==> src/rtl/reg_bus_arbiter_if.sv <==
// reg_bus_arbiter_if: requester handshake and register-bus signals of reg_bus_arbiter.
// Modport master is the arbiter's view; modport slave is the requesters' and bus target's view.
interface reg_bus_arbiter_if;
  localparam int unsigned ADDR_W = 8;
  localparam int unsigned DATA_W = 32;

  // Requester side
  logic [1:0]        ipReqValid;
  logic [1:0]        opReqReady;
  logic [1:0]        ipReqWrite;
  logic [ADDR_W-1:0] ipReqAddress0;
  logic [ADDR_W-1:0] ipReqAddress1;
  logic [DATA_W-1:0] ipReqWrData0;
  logic [DATA_W-1:0] ipReqWrData1;
  logic [1:0]        opRspValid;
  logic [DATA_W-1:0] opRspData;
  logic              opRspError;

  // Register bus side
  logic [ADDR_W-1:0] opBusAddress;
  logic [DATA_W-1:0] opBusWrData;
  logic              opBusWrEnable;
  logic              opBusRdEnable;
  logic [DATA_W-1:0] ipBusRdData;
  logic              ipBusRdValid;

  modport master (
    input  ipReqValid, ipReqWrite, ipReqAddress0, ipReqAddress1,
           ipReqWrData0, ipReqWrData1, ipBusRdData, ipBusRdValid,
    output opReqReady, opRspValid, opRspData, opRspError,
           opBusAddress, opBusWrData, opBusWrEnable, opBusRdEnable
  );

  modport slave (
    output ipReqValid, ipReqWrite, ipReqAddress0, ipReqAddress1,
           ipReqWrData0, ipReqWrData1, ipBusRdData, ipBusRdValid,
    input  opReqReady, opRspValid, opRspData, opRspError,
           opBusAddress, opBusWrData, opBusWrEnable, opBusRdEnable
  );
endinterface

==> src/rtl/reg_bus_arbiter.sv <==
// reg_bus_arbiter: shares the 8-bit address / 32-bit data register bus between
// requester 0 (UART packet controller) and requester 1 (local master), round-robin,
// one transaction at a time. Define REG_BUS_TIMEOUT_EN to compile in the read
// timeout (TIMEOUT_CYCLES / TIMEOUT_DATA); without it reads wait indefinitely.
module reg_bus_arbiter #(
`ifdef REG_BUS_TIMEOUT_EN
  parameter int unsigned TIMEOUT_CYCLES = 255,
  parameter logic [31:0] TIMEOUT_DATA   = 32'hDEADBEEF,
`endif
  parameter int unsigned NUM_REQ        = 2
) (
  input  logic              ipClk,
  input  logic              reset,
  reg_bus_arbiter_if.master bus
);
  localparam int unsigned ADDR_W = 8;
  localparam int unsigned DATA_W = 32;

  // The arbiter is a fixed two-way design; NUM_REQ documents and guards that
  if (NUM_REQ != 2) begin : g_bad_num_req
    $error("reg_bus_arbiter: NUM_REQ=%0d, only 2 is supported", NUM_REQ);
  end

`ifdef REG_BUS_TIMEOUT_EN
  localparam int unsigned CNT_W = 16;

  // The wait counter is 16 bits, so the timeout must fit in it
  if (TIMEOUT_CYCLES < 1 || TIMEOUT_CYCLES > 65535) begin : g_bad_timeout
    $error("reg_bus_arbiter: TIMEOUT_CYCLES=%0d outside 1..65535", TIMEOUT_CYCLES);
  end
`endif

  typedef enum logic [1:0] {IDLE, ISSUE, WAIT_RD, RESPOND} state_t;

  state_t            state_q, state_d;
  logic              owner_q, owner_d;
  logic              write_q, write_d;
  logic              last_q, last_d;
  logic [1:0]        grant_c;
  logic [1:0]        rsp_valid_d;
  logic [DATA_W-1:0] rsp_data_d;
  logic [ADDR_W-1:0] bus_addr_d;
  logic [DATA_W-1:0] bus_wdata_d;
  logic              wr_en_d;
  logic              rd_en_d;
`ifdef REG_BUS_TIMEOUT_EN
  logic [CNT_W-1:0]  cnt_q, cnt_d;
  logic              rsp_error_d;
`endif

  // Round-robin grant, offered only while IDLE; on a tie the requester not granted last wins
  always_comb begin
    grant_c = 2'b00;
    if (state_q == IDLE) begin
      case (bus.ipReqValid)
        2'b01:   grant_c = 2'b01;
        2'b10:   grant_c = 2'b10;
        2'b11:   grant_c = last_q ? 2'b01 : 2'b10;
        default: grant_c = 2'b00;
      endcase
    end
  end

  assign bus.opReqReady = grant_c;

  // Next state and next values of the registered outputs
  always_comb begin
    state_d     = state_q;
    owner_d     = owner_q;
    write_d     = write_q;
    last_d      = last_q;
    bus_addr_d  = bus.opBusAddress;
    bus_wdata_d = bus.opBusWrData;
    wr_en_d     = 1'b0;
    rd_en_d     = 1'b0;
    rsp_valid_d = 2'b00;
    rsp_data_d  = '0;
`ifdef REG_BUS_TIMEOUT_EN
    cnt_d       = cnt_q;
    rsp_error_d = 1'b0;
`endif
    case (state_q)
      IDLE: begin
        if (grant_c != 2'b00) begin
          owner_d     = grant_c[1];
          last_d      = grant_c[1];
          write_d     = bus.ipReqWrite[grant_c[1]];
          bus_addr_d  = grant_c[1] ? bus.ipReqAddress1 : bus.ipReqAddress0;
          bus_wdata_d = grant_c[1] ? bus.ipReqWrData1  : bus.ipReqWrData0;
          wr_en_d     = write_d;
          rd_en_d     = ~write_d;
          state_d     = ISSUE;
        end
      end
      ISSUE: begin
        if (write_q) begin
          rsp_valid_d = owner_q ? 2'b10 : 2'b01;
          state_d     = RESPOND;
        end else begin
`ifdef REG_BUS_TIMEOUT_EN
          cnt_d   = '0;
`endif
          state_d = WAIT_RD;
        end
      end
      WAIT_RD: begin
`ifdef REG_BUS_TIMEOUT_EN
        cnt_d = cnt_q + CNT_W'(1);
`endif
        // Read data takes priority over a timeout landing in the same cycle
        if (bus.ipBusRdValid) begin
          rsp_valid_d = owner_q ? 2'b10 : 2'b01;
          rsp_data_d  = bus.ipBusRdData;
          state_d     = RESPOND;
        end
`ifdef REG_BUS_TIMEOUT_EN
        else if (cnt_d == CNT_W'(TIMEOUT_CYCLES)) begin
          rsp_valid_d = owner_q ? 2'b10 : 2'b01;
          rsp_data_d  = TIMEOUT_DATA;
          rsp_error_d = 1'b1;
          state_d     = RESPOND;
        end
`endif
      end
      RESPOND: begin
        state_d = IDLE;
      end
      default: begin
        state_d = IDLE;
      end
    endcase
  end

  // State, transaction latches and registered outputs; reset aborts any transaction
  always_ff @(posedge ipClk) begin
    if (reset) begin
      state_q           <= IDLE;
      owner_q           <= 1'b0;
      write_q           <= 1'b0;
      last_q            <= 1'b1;
      bus.opBusAddress  <= '0;
      bus.opBusWrData   <= '0;
      bus.opBusWrEnable <= 1'b0;
      bus.opBusRdEnable <= 1'b0;
      bus.opRspValid    <= 2'b00;
      bus.opRspData     <= '0;
`ifdef REG_BUS_TIMEOUT_EN
      bus.opRspError    <= 1'b0;
      cnt_q             <= '0;
`endif
    end else begin
      state_q           <= state_d;
      owner_q           <= owner_d;
      write_q           <= write_d;
      last_q            <= last_d;
      bus.opBusAddress  <= bus_addr_d;
      bus.opBusWrData   <= bus_wdata_d;
      bus.opBusWrEnable <= wr_en_d;
      bus.opBusRdEnable <= rd_en_d;
      bus.opRspValid    <= rsp_valid_d;
      bus.opRspData     <= rsp_data_d;
`ifdef REG_BUS_TIMEOUT_EN
      bus.opRspError    <= rsp_error_d;
      cnt_q             <= cnt_d;
`endif
    end
  end

`ifndef REG_BUS_TIMEOUT_EN
  // Without the timeout a read can never fail
  assign bus.opRspError = 1'b0;
`endif

endmodule
==> src/flat_wrapper.sv <==
// flat-port wrapper written by rule: the top's interface ports become plain ports
module reg_bus_arbiter_flat 
#(

  parameter int unsigned NUM_REQ        = 2
)
  (ipClk, reset, bus_ipReqValid, bus_ipReqWrite, bus_ipReqAddress0, bus_ipReqAddress1, bus_ipReqWrData0, bus_ipReqWrData1, bus_ipBusRdData, bus_ipBusRdValid, bus_opReqReady, bus_opRspValid, bus_opRspData, bus_opRspError, bus_opBusAddress, bus_opBusWrData, bus_opBusWrEnable, bus_opBusRdEnable);
  reg_bus_arbiter_if bus_i ();
  input  logic ipClk;
  input  logic reset;
  input wire logic [$bits(bus_i.ipReqValid)-1:0] bus_ipReqValid;
  input wire logic [$bits(bus_i.ipReqWrite)-1:0] bus_ipReqWrite;
  input wire logic [$bits(bus_i.ipReqAddress0)-1:0] bus_ipReqAddress0;
  input wire logic [$bits(bus_i.ipReqAddress1)-1:0] bus_ipReqAddress1;
  input wire logic [$bits(bus_i.ipReqWrData0)-1:0] bus_ipReqWrData0;
  input wire logic [$bits(bus_i.ipReqWrData1)-1:0] bus_ipReqWrData1;
  input wire logic [$bits(bus_i.ipBusRdData)-1:0] bus_ipBusRdData;
  input wire logic [$bits(bus_i.ipBusRdValid)-1:0] bus_ipBusRdValid;
  output wire logic [$bits(bus_i.opReqReady)-1:0] bus_opReqReady;
  output wire logic [$bits(bus_i.opRspValid)-1:0] bus_opRspValid;
  output wire logic [$bits(bus_i.opRspData)-1:0] bus_opRspData;
  output wire logic [$bits(bus_i.opRspError)-1:0] bus_opRspError;
  output wire logic [$bits(bus_i.opBusAddress)-1:0] bus_opBusAddress;
  output wire logic [$bits(bus_i.opBusWrData)-1:0] bus_opBusWrData;
  output wire logic [$bits(bus_i.opBusWrEnable)-1:0] bus_opBusWrEnable;
  output wire logic [$bits(bus_i.opBusRdEnable)-1:0] bus_opBusRdEnable;
  assign bus_i.ipReqValid = bus_ipReqValid;
  assign bus_i.ipReqWrite = bus_ipReqWrite;
  assign bus_i.ipReqAddress0 = bus_ipReqAddress0;
  assign bus_i.ipReqAddress1 = bus_ipReqAddress1;
  assign bus_i.ipReqWrData0 = bus_ipReqWrData0;
  assign bus_i.ipReqWrData1 = bus_ipReqWrData1;
  assign bus_i.ipBusRdData = bus_ipBusRdData;
  assign bus_i.ipBusRdValid = bus_ipBusRdValid;
  assign bus_opReqReady = bus_i.opReqReady;
  assign bus_opRspValid = bus_i.opRspValid;
  assign bus_opRspData = bus_i.opRspData;
  assign bus_opRspError = bus_i.opRspError;
  assign bus_opBusAddress = bus_i.opBusAddress;
  assign bus_opBusWrData = bus_i.opBusWrData;
  assign bus_opBusWrEnable = bus_i.opBusWrEnable;
  assign bus_opBusRdEnable = bus_i.opBusRdEnable;
  reg_bus_arbiter #(.NUM_REQ(NUM_REQ)) u_core (.ipClk(ipClk), .reset(reset), .bus(bus_i));
endmodule
==> config.mk <==
export PLATFORM = sky130hd
export DESIGN_NAME = reg_bus_arbiter_flat
export DESIGN_NICKNAME = d
export VERILOG_FILES = /design/src/rtl/reg_bus_arbiter_if.sv /design/src/rtl/reg_bus_arbiter.sv /design/src/flat_wrapper.sv
export SDC_FILE = /design/constraint.sdc
export NUM_CORES = 1
export LEC_CHECK = 0
export CORE_MARGIN = 10
export CORE_UTILIZATION = 35
export DETAILED_ROUTE_END_ITERATION = 7
export GPL_TIMING_DRIVEN = 0
export PLACE_DENSITY = 0.79
export SETUP_SLACK_MARGIN = 0.1
export SYNTH_ARGS = -nofsm -noshare
export SYNTH_HDL_FRONTEND = slang
export SYNTH_SLANG_ARGS = --single-unit
==> constraint.sdc <==
create_clock -name ipClk -period 2.2 [get_ports ipClk]
set_clock_uncertainty 0.05 [all_clocks]
set_input_delay 0.44 -clock ipClk [delete_from_list [all_inputs] [get_ports ipClk]]
set_output_delay 0.44 -clock ipClk [all_outputs]
set_load 0.02 [all_outputs]
==> flow_metrics.tcl, run 1 <==
set metrics [dict create \
    status "finished, final reports clean" \
    htreeDepth 3 \
    cp_top_family "buffers and inverters" \
    period_needed_ns 2.04 \
    via_per_inst 4.91 \
    design.die.area_mm2 0.0124 \
    path_cells "inv_1 -> ha_1 -> buf_4 -> nand2_1 -> a21oi_2 -> buf_4" \
    start_util_pct 35.9 \
    antenna_cells 0 \
    drive_gt1_share_pct 8.72 \
    path_common_cell "buf_4" \
    fmax_mhz 491 \
    setup_violations 0 \
    die_h_um 112 \
    gp_congestion 0.834 \
    yosysMostFrequentCell "dfxtp_1" \
    reg2reg_depth 7 \
    avgSynthCellArea_um2 11.4 \
    cap_violations 0 \
    p_leak_nw 1.99 \
    fin_cells 575 \
    critPathKind "reg -> out" \
    syn_inst 258 \
    yosys-top-cells-count "81 x dfxtp_1, 40 x a221o_1, 40 x nor3b_1" \
    fin_crit_sh_pct 92.7 \
    port_buffers 196 \
    synth_flop_cell "dfxtp_1" \
    post_drt_wl_per_cell_um 19.3 \
    place_inst 559 \
    clk_pin_slew_ns 0.09 \
    hold_path_class "reg -> reg" \
    grt_max_degree 14 \
    ys_types 31 \
    hpwl_mm 9.00 \
    worst_ep_required_time_ns 1.71 \
    hold_buffers 0 \
    cts.repair.resized 11 \
    cp_max_fo 8 \
    num_vias 2826 \
    row_count 33 \
    drtAntennaViolNets 0 \
    path_depth 6 \
    postRouteWirelength_mm 11.1 \
    power_frac_seq_pct 38.3 \
    grt_pass1_vias 3122 \
    max-vdd-ir-drop_mv 0.406 \
    yosys_warnings 0 \
    powerDensity_mw_per_mm2 952 \
    num_io_pins 198 \
    yosysSeqAreaShare_pct 55.3 \
    swShare_pct 32.7 \
    path_buf_inv 3 \
    antenna_found_initial 0 \
    worst_slack_ns 0.161 \
    synth-edff-count 0 \
    clockRootBuffer "clkbuf_8" \
    grt_use_total_pct 17.3 \
    syn_area_mm2 0.00293 \
    critPathArrivalTime_ns 1.55 \
    power.share.combinational_pct 39.8 \
    place_area_mm2 0.00503 \
    pwr-share-clk_pct 21.9 \
    core_mm2 0.00818 \
    rsz0062_at_grt "false" \
    cts_tree "done" \
    clock_sinks 81 \
    synthArstFlopShare_pct 0 \
    place_ws_ns -0.264 \
    synthesis.nets 380 \
    finalNetCount 587 \
    drt_iter0_drc 126 \
    start_kind "flop" \
    first_pass_iters 4 \
    drv_slew 0 \
    cts_setup_buffers 0 \
    yosys.area.top_type "dfxtp_1" \
    area_growth_syn_to_layout_pct 78.3 \
    insertion_delay_ns 0.34 \
    crit_slowest_cell "dfxtp_2" \
    grt.overflow.total 0 \
    ys_ff_latch 81 \
    p_int_mw 3.35 \
    fillers 689 \
    p_switching_mw 1.63 \
    hold_viol 0 \
    synthTopCellsByArea "dfxtp_1 55%, a221o_1 14%, nor3b_1 10%" \
    grt_pass1_wl_mm 17.3 \
    die_w_um 112 \
    drc 0 \
    cts.path.max_buffers 2 \
    whs_path_depth 2 \
    cpPeakStageDelay_ns 0.34 \
    final_area_mm2 0.00523 \
    cts_made_buffers 9 \
    end_kind "output pin" \
    yosysTopAreaCellShare_pct 55.3 \
]
==> metal layers <==
layer	wire, µm	track usage (%)
met1	4250	18.5
met2	5260	28.3
met3	1520	9.98
met4	71	5.14
met5	0	0
==> cells in the final DEF, fill, tap and decap left out, types with 3 or more instances in the layout <==
| cell type | instances |
|---|---|
| buf_6 | 4 |
| clkbuf_8 | 10 |
| dfxtp_1 | 79 |
| a221o_1 | 40 |
| clkbuf_1 | 6 |
| nor3b_1 | 40 |
| nand2_1 | 5 |
| nor2_1 | 5 |
| nand2b_1 | 3 |
| clkinvlp_4 | 3 |
| inv_1 | 3 |
| clkdlybuf4s50_1 | 193 |
| and2_1 | 33 |
| buf_4 | 5 |
| buf_2 | 12 |
| ha_1 | 3 |
==> worst min-delay path, delay by kind of cell (launching register included) <==
| kind | cells | cell delay, ns |
|---|---|---|
| buf+inv | 1 | 0.05 |
| flops | 1 | 0.34 |
| compound gates | 1 | 0.03 |
==> through the flow <==
stage	hold WS [ns]	setup TNS, ns	util (%)	power, mW
floorplan	0.366	0	-	2.92
global placement	0.382	-0.468	61.5	3.87
detailed placement	0.401	-1.23	61.5	3.92
CTS	0.414	0	63.9	5.02
global route	0.430	0	64.0	5.23
finish	0.413	0	64.0	4.98
==> worst paths after layout <==
check                          from                          to  slack (ns)
setup / recovery  u_core.state_q[1]           bus_opReqReady[0]        0.16
hold / removal       u_core.owner_q    u_core.bus.opRspValid[1]        0.41
setup reg to reg  u_core.state_q[1]  u_core.bus.opBusAddress[4]        0.30
hold reg to reg      u_core.owner_q    u_core.bus.opRspValid[1]        0.41
==> state kept, by name, indices dropped and copies added (netlist names) <==
register and count:
u_core.bus.opRspValid 2, u_core.owner_q 1, u_core.last_q 1, u_core.bus.opBusAddress 8, u_core.bus.opBusWrEnable 1, u_core.bus.opBusWrData 32, u_core.write_q 1, u_core.bus.opBusRdEnable 1
u_core.bus.opRspData 32, u_core.state_q 2
==> logic make-up (layout without fill, tap and decap cells) <==
kind of cell | after synthesis | after routing | share of synthesized area, %
flops | 81 | 81 | 55.3
compound gates | 52 | 52 | 16.8
mux | 1 | 1 | 0.341
fa+ha+maj | 3 | 3 | 1.28
other cells | 1 | 1 | 0.128
simple gates | 93 | 93 | 20.9
buf+inv | 27 | 239 | 5.29
==> layout make-up <==
| class | count | area (µm²) | share of cell area (%) |
|---|---|---|---|
| Sequential cell | 81 | 1620 | 31.1 |
| Clock inverter | 4 | 52.6 | 1.00 |
| Clock buffer | 12 | 145 | 2.78 |
| Tap cell | 105 | 131 | 2.51 |
| Multi-Input combinational cell | 150 | 1160 | 22.2 |
| Inverter | 4 | 15.0 | 0.287 |
| Buffer | 23 | 143 | 2.73 |
| Timing Repair Buffer | 196 | 1960 | 37.5 |
==> power groups by stage <==
stage                     Combinational, mW  Clock (mW)  Sequential [mW]
after floorplan                       0.678           0             2.25
after global placement                 1.96           0             1.91
after detailed placement               1.98           0             1.94
after CTS                              2.00        1.12             1.90
after global routing                   2.12        1.18             1.94
final                                  1.98        1.09             1.91
Power figures use the tool's default switching activity.
==> inputs of run 2 (changes only) <==
--- a/config.mk
+++ b/config.mk
@@ -5,12 +5,14 @@
 export SDC_FILE = /design/constraint.sdc
 export NUM_CORES = 1
 export LEC_CHECK = 0
+export ABC_AREA = 1
 export CORE_MARGIN = 10
-export CORE_UTILIZATION = 35
+export CORE_UTILIZATION = 38
 export DETAILED_ROUTE_END_ITERATION = 7
 export GPL_TIMING_DRIVEN = 0
-export PLACE_DENSITY = 0.79
+export PLACE_DENSITY = 0.81
 export SETUP_SLACK_MARGIN = 0.1
 export SYNTH_ARGS = -nofsm -noshare
 export SYNTH_HDL_FRONTEND = slang
 export SYNTH_SLANG_ARGS = --single-unit
+export TNS_END_PERCENT = 20
==> run 2 against run 1 <==
Utilization is 1.6 points higher; first-iteration DRC count is 120% higher; sequential cell count stayed put; global-route usage is 1.6 points higher; area after synthesis is 16% higher; power is 4.9% higher; largest power group unchanged.
==> flow_metrics.tcl, run 2 <==
set metrics [dict create \
    hpwl_mm 9.96 \
    clk_pin_slew_ns 0.08 \
    hold_viol 0 \
    r2r_setup_slack_ns 0.57 \
    finalNetCount 805 \
    cap_violations 0 \
    synthesis.nets 596 \
    gp_congestion 0.818 \
    clockRootBuffer "clkbuf_8" \
    yosysMostFrequentCell "nand3_1" \
    start_kind "flop" \
    drive_gt1_share_pct 8.14 \
    num_vias 3885 \
    fin_crit_sh_pct 91.4 \
    drv_slew 0 \
    port_buffers 196 \
    yosys-top-cells-count "166 x nand3_1, 86 x inv_1, 81 x dfxtp_1" \
    post_drt_wl_per_cell_um 15.8 \
    grt_use_total_pct 18.8 \
    syn_inst 474 \
    place_inst 778 \
    ys_types 17 \
    postLayoutCoreUtil_pct 65.6 \
    synthTopCellsByArea "dfxtp_1 48%, nand3_1 24%, inv_1 9.5%" \
    row_count 34 \
    path_buf_inv 4 \
    via_per_inst 4.87 \
    die_h_um 115 \
    yosysTopAreaCellShare_pct 47.7 \
    grt_pass1_wl_mm 20.2 \
    final_cell_mix "192 x clkdlybuf4s50_1, 166 x nand3_1, 84 x inv_1" \
    synth-edff-count 0 \
    period_needed_ns 2.01 \
    cts.path.max_buffers 2 \
    htreeDepth 3 \
    cpPeakStageDelay_ns 0.38 \
    yosys_warnings 0 \
    avgSynthCellArea_um2 7.17 \
    core_mm2 0.00872 \
    yosys.area.top_type "dfxtp_1" \
    die_w_um 115 \
    postRouteWirelength_mm 12.6 \
    rsz0062_at_grt "true" \
    max-vdd-ir-drop_mv 0.465 \
    drt_iter0_drc 272 \
    status "finished, final reports clean" \
    grt_pass1_vias 4048 \
    synth_flop_cell "dfxtp_1" \
    powerDensity_mw_per_mm2 912 \
    fmax_mhz 497 \
    design.die.area_mm2 0.0131 \
    num_io_pins 198 \
    grt_max_degree 16 \
    critPathArrivalTime_ns 1.52 \
    start_util_pct 39.0 \
    cp_max_fo 6 \
    first_pass_iters 4 \
    finalPower_mw 5.22 \
    yosysSeqAreaShare_pct 47.7 \
    path_cells "inv_2 -> ha_4 -> nand2_2 -> inv_4 -> nand2_2 -> inv_1 -> buf_2" \
    end_kind "output pin" \
    area_growth_syn_to_layout_pct 68.4 \
    syn_area_mm2 0.00340 \
    path_common_cell "nand2_2" \
    tns_ns 0 \
    fin_cells 797 \
    grt.overflow.total 0 \
    cts_made_buffers 9 \
    crit_slowest_cell "dfxtp_1" \
    synthArstFlopShare_pct 0 \
    insertion_delay_ns 0.34 \
    top_regs "u_core.bus.opBusWrData: 32 flops, u_core.bus.opRspData: 32 flops, u_core.bus.opBusAddress: 8 flops" \
    clock_sinks 81 \
    critPathKind "reg -> out" \
    p_leak_nw 2.77 \
    drc 0 \
    hold_path_class "reg -> reg" \
    final_common_cell "clkdlybuf4s50_1" \
    drtAntennaViolNets 0 \
    worst_ep_required_time_ns 1.71 \
    ys_ff_latch 81 \
    cts_tree "done" \
    antenna_found_initial 1 \
    setup_violations 0 \
    cp_top_family "flip-flops" \
]
==> run 2: cell types whose count changed in the layout (fill, tap and decap cells not counted), sizes merged, moves of 3 or more <==
cell    previous run  this run
a211oi             3         0
a221o             40         0
and2              33         0
buf               21        29
inv                4        90
nand2              5        56
nand2b             3         0
nand3              0       166
nor2               5        38
nor3               3         0
nor3b             40         0
==> run 2: per-layer routing <==
metal,GRT usage [%],share of wire [%]
met4,7.18,2.5
met2,31.2,48
met1,19.4,35
met5,0,0
met3,10.4,15
==> run 2: report_power, final <==
group	total (mW)	internal [mW]	leakage, nW	switching, mW
clock network	1.02	0.453	0.0895	0.568
registers	1.83	1.71	0.661	0.120
logic	2.37	1.03	2.02	1.34
==> run 2: area by class of cell <==
type	count	area [µm²]
tap	108	135
timing repair buffer	198	1970
inverter	88	335
buffer	33	166
multi-input combinational	272	1300
antenna	1	2.50
fill	760	3000
sequential	81	1620
clock buffer	10	138
clock inverter	6	50.0
==> run 2: path summary, 6_finish.rpt <==
| kind | depth (start not counted) | end | from |
|---|---|---|---|
| hold reg to reg | 2 | u_core.owner_q | u_core.owner_q |
| hold / removal | 2 | u_core.owner_q | u_core.owner_q |
| setup / recovery | 7 | bus_opReqReady[1] | u_core.state_q[0] |
| setup reg to reg | 8 | u_core.bus.opBusWrData[11] | u_core.state_q[0] |
==> run 2: stage by stage <==
stage	setup WS, ns	instance area [µm²]	hold slack (ns)
final	0.189	5720	0.427
after global routing	0.0905	5720	0.464
after CTS	0.0657	5700	0.428
after detailed placement	-0.474	5500	0.417
after global placement	-0.478	5500	0.401
after floorplan	0.645	3400	0.391
==> run 2: worst min-delay path: stages (launching register included) <==
cell and delay, ns:
dfxtp_1 0.32, inv_1 0.06, a21oi_1 0.06
==> run 2: what timing repair did <==
| item | 4_1_cts | 5_1_grt |
|---|---|---|
| endpoints found under the setup margin | 2 | 2 |
| gates cloned | 0 | 0 |
| gates resized for setup | 16 | 5 |
| hold endpoints to repair | 0 | 0 |
| buffers inserted | 0 | 2 |
| hold buffers | 0 | 0 |
==> run 2: logic make-up (layout without fill, tap and decap cells) <==
family	after synthesis	count (layout)	synth area share (%)
DFF	81	81	47.7
other	1	2	0.110
AOI/OAI and AO/OA	5	5	0.920
buffers and inverters	121	335	14.5
and+or+nand+nor	263	263	35.6
adders and majority gates	3	3	1.10
==> inputs of run 3 (changes only) <==
--- a/config.mk
+++ b/config.mk
@@ -6,6 +6,7 @@
 export NUM_CORES = 1
 export LEC_CHECK = 0
 export ABC_AREA = 1
+export CAP_MARGIN = 20
 export CORE_MARGIN = 10
 export CORE_UTILIZATION = 38
 export DETAILED_ROUTE_END_ITERATION = 7
==> results of run 3 <==
Final layout, timing and power as in run 2 (identical DEF).
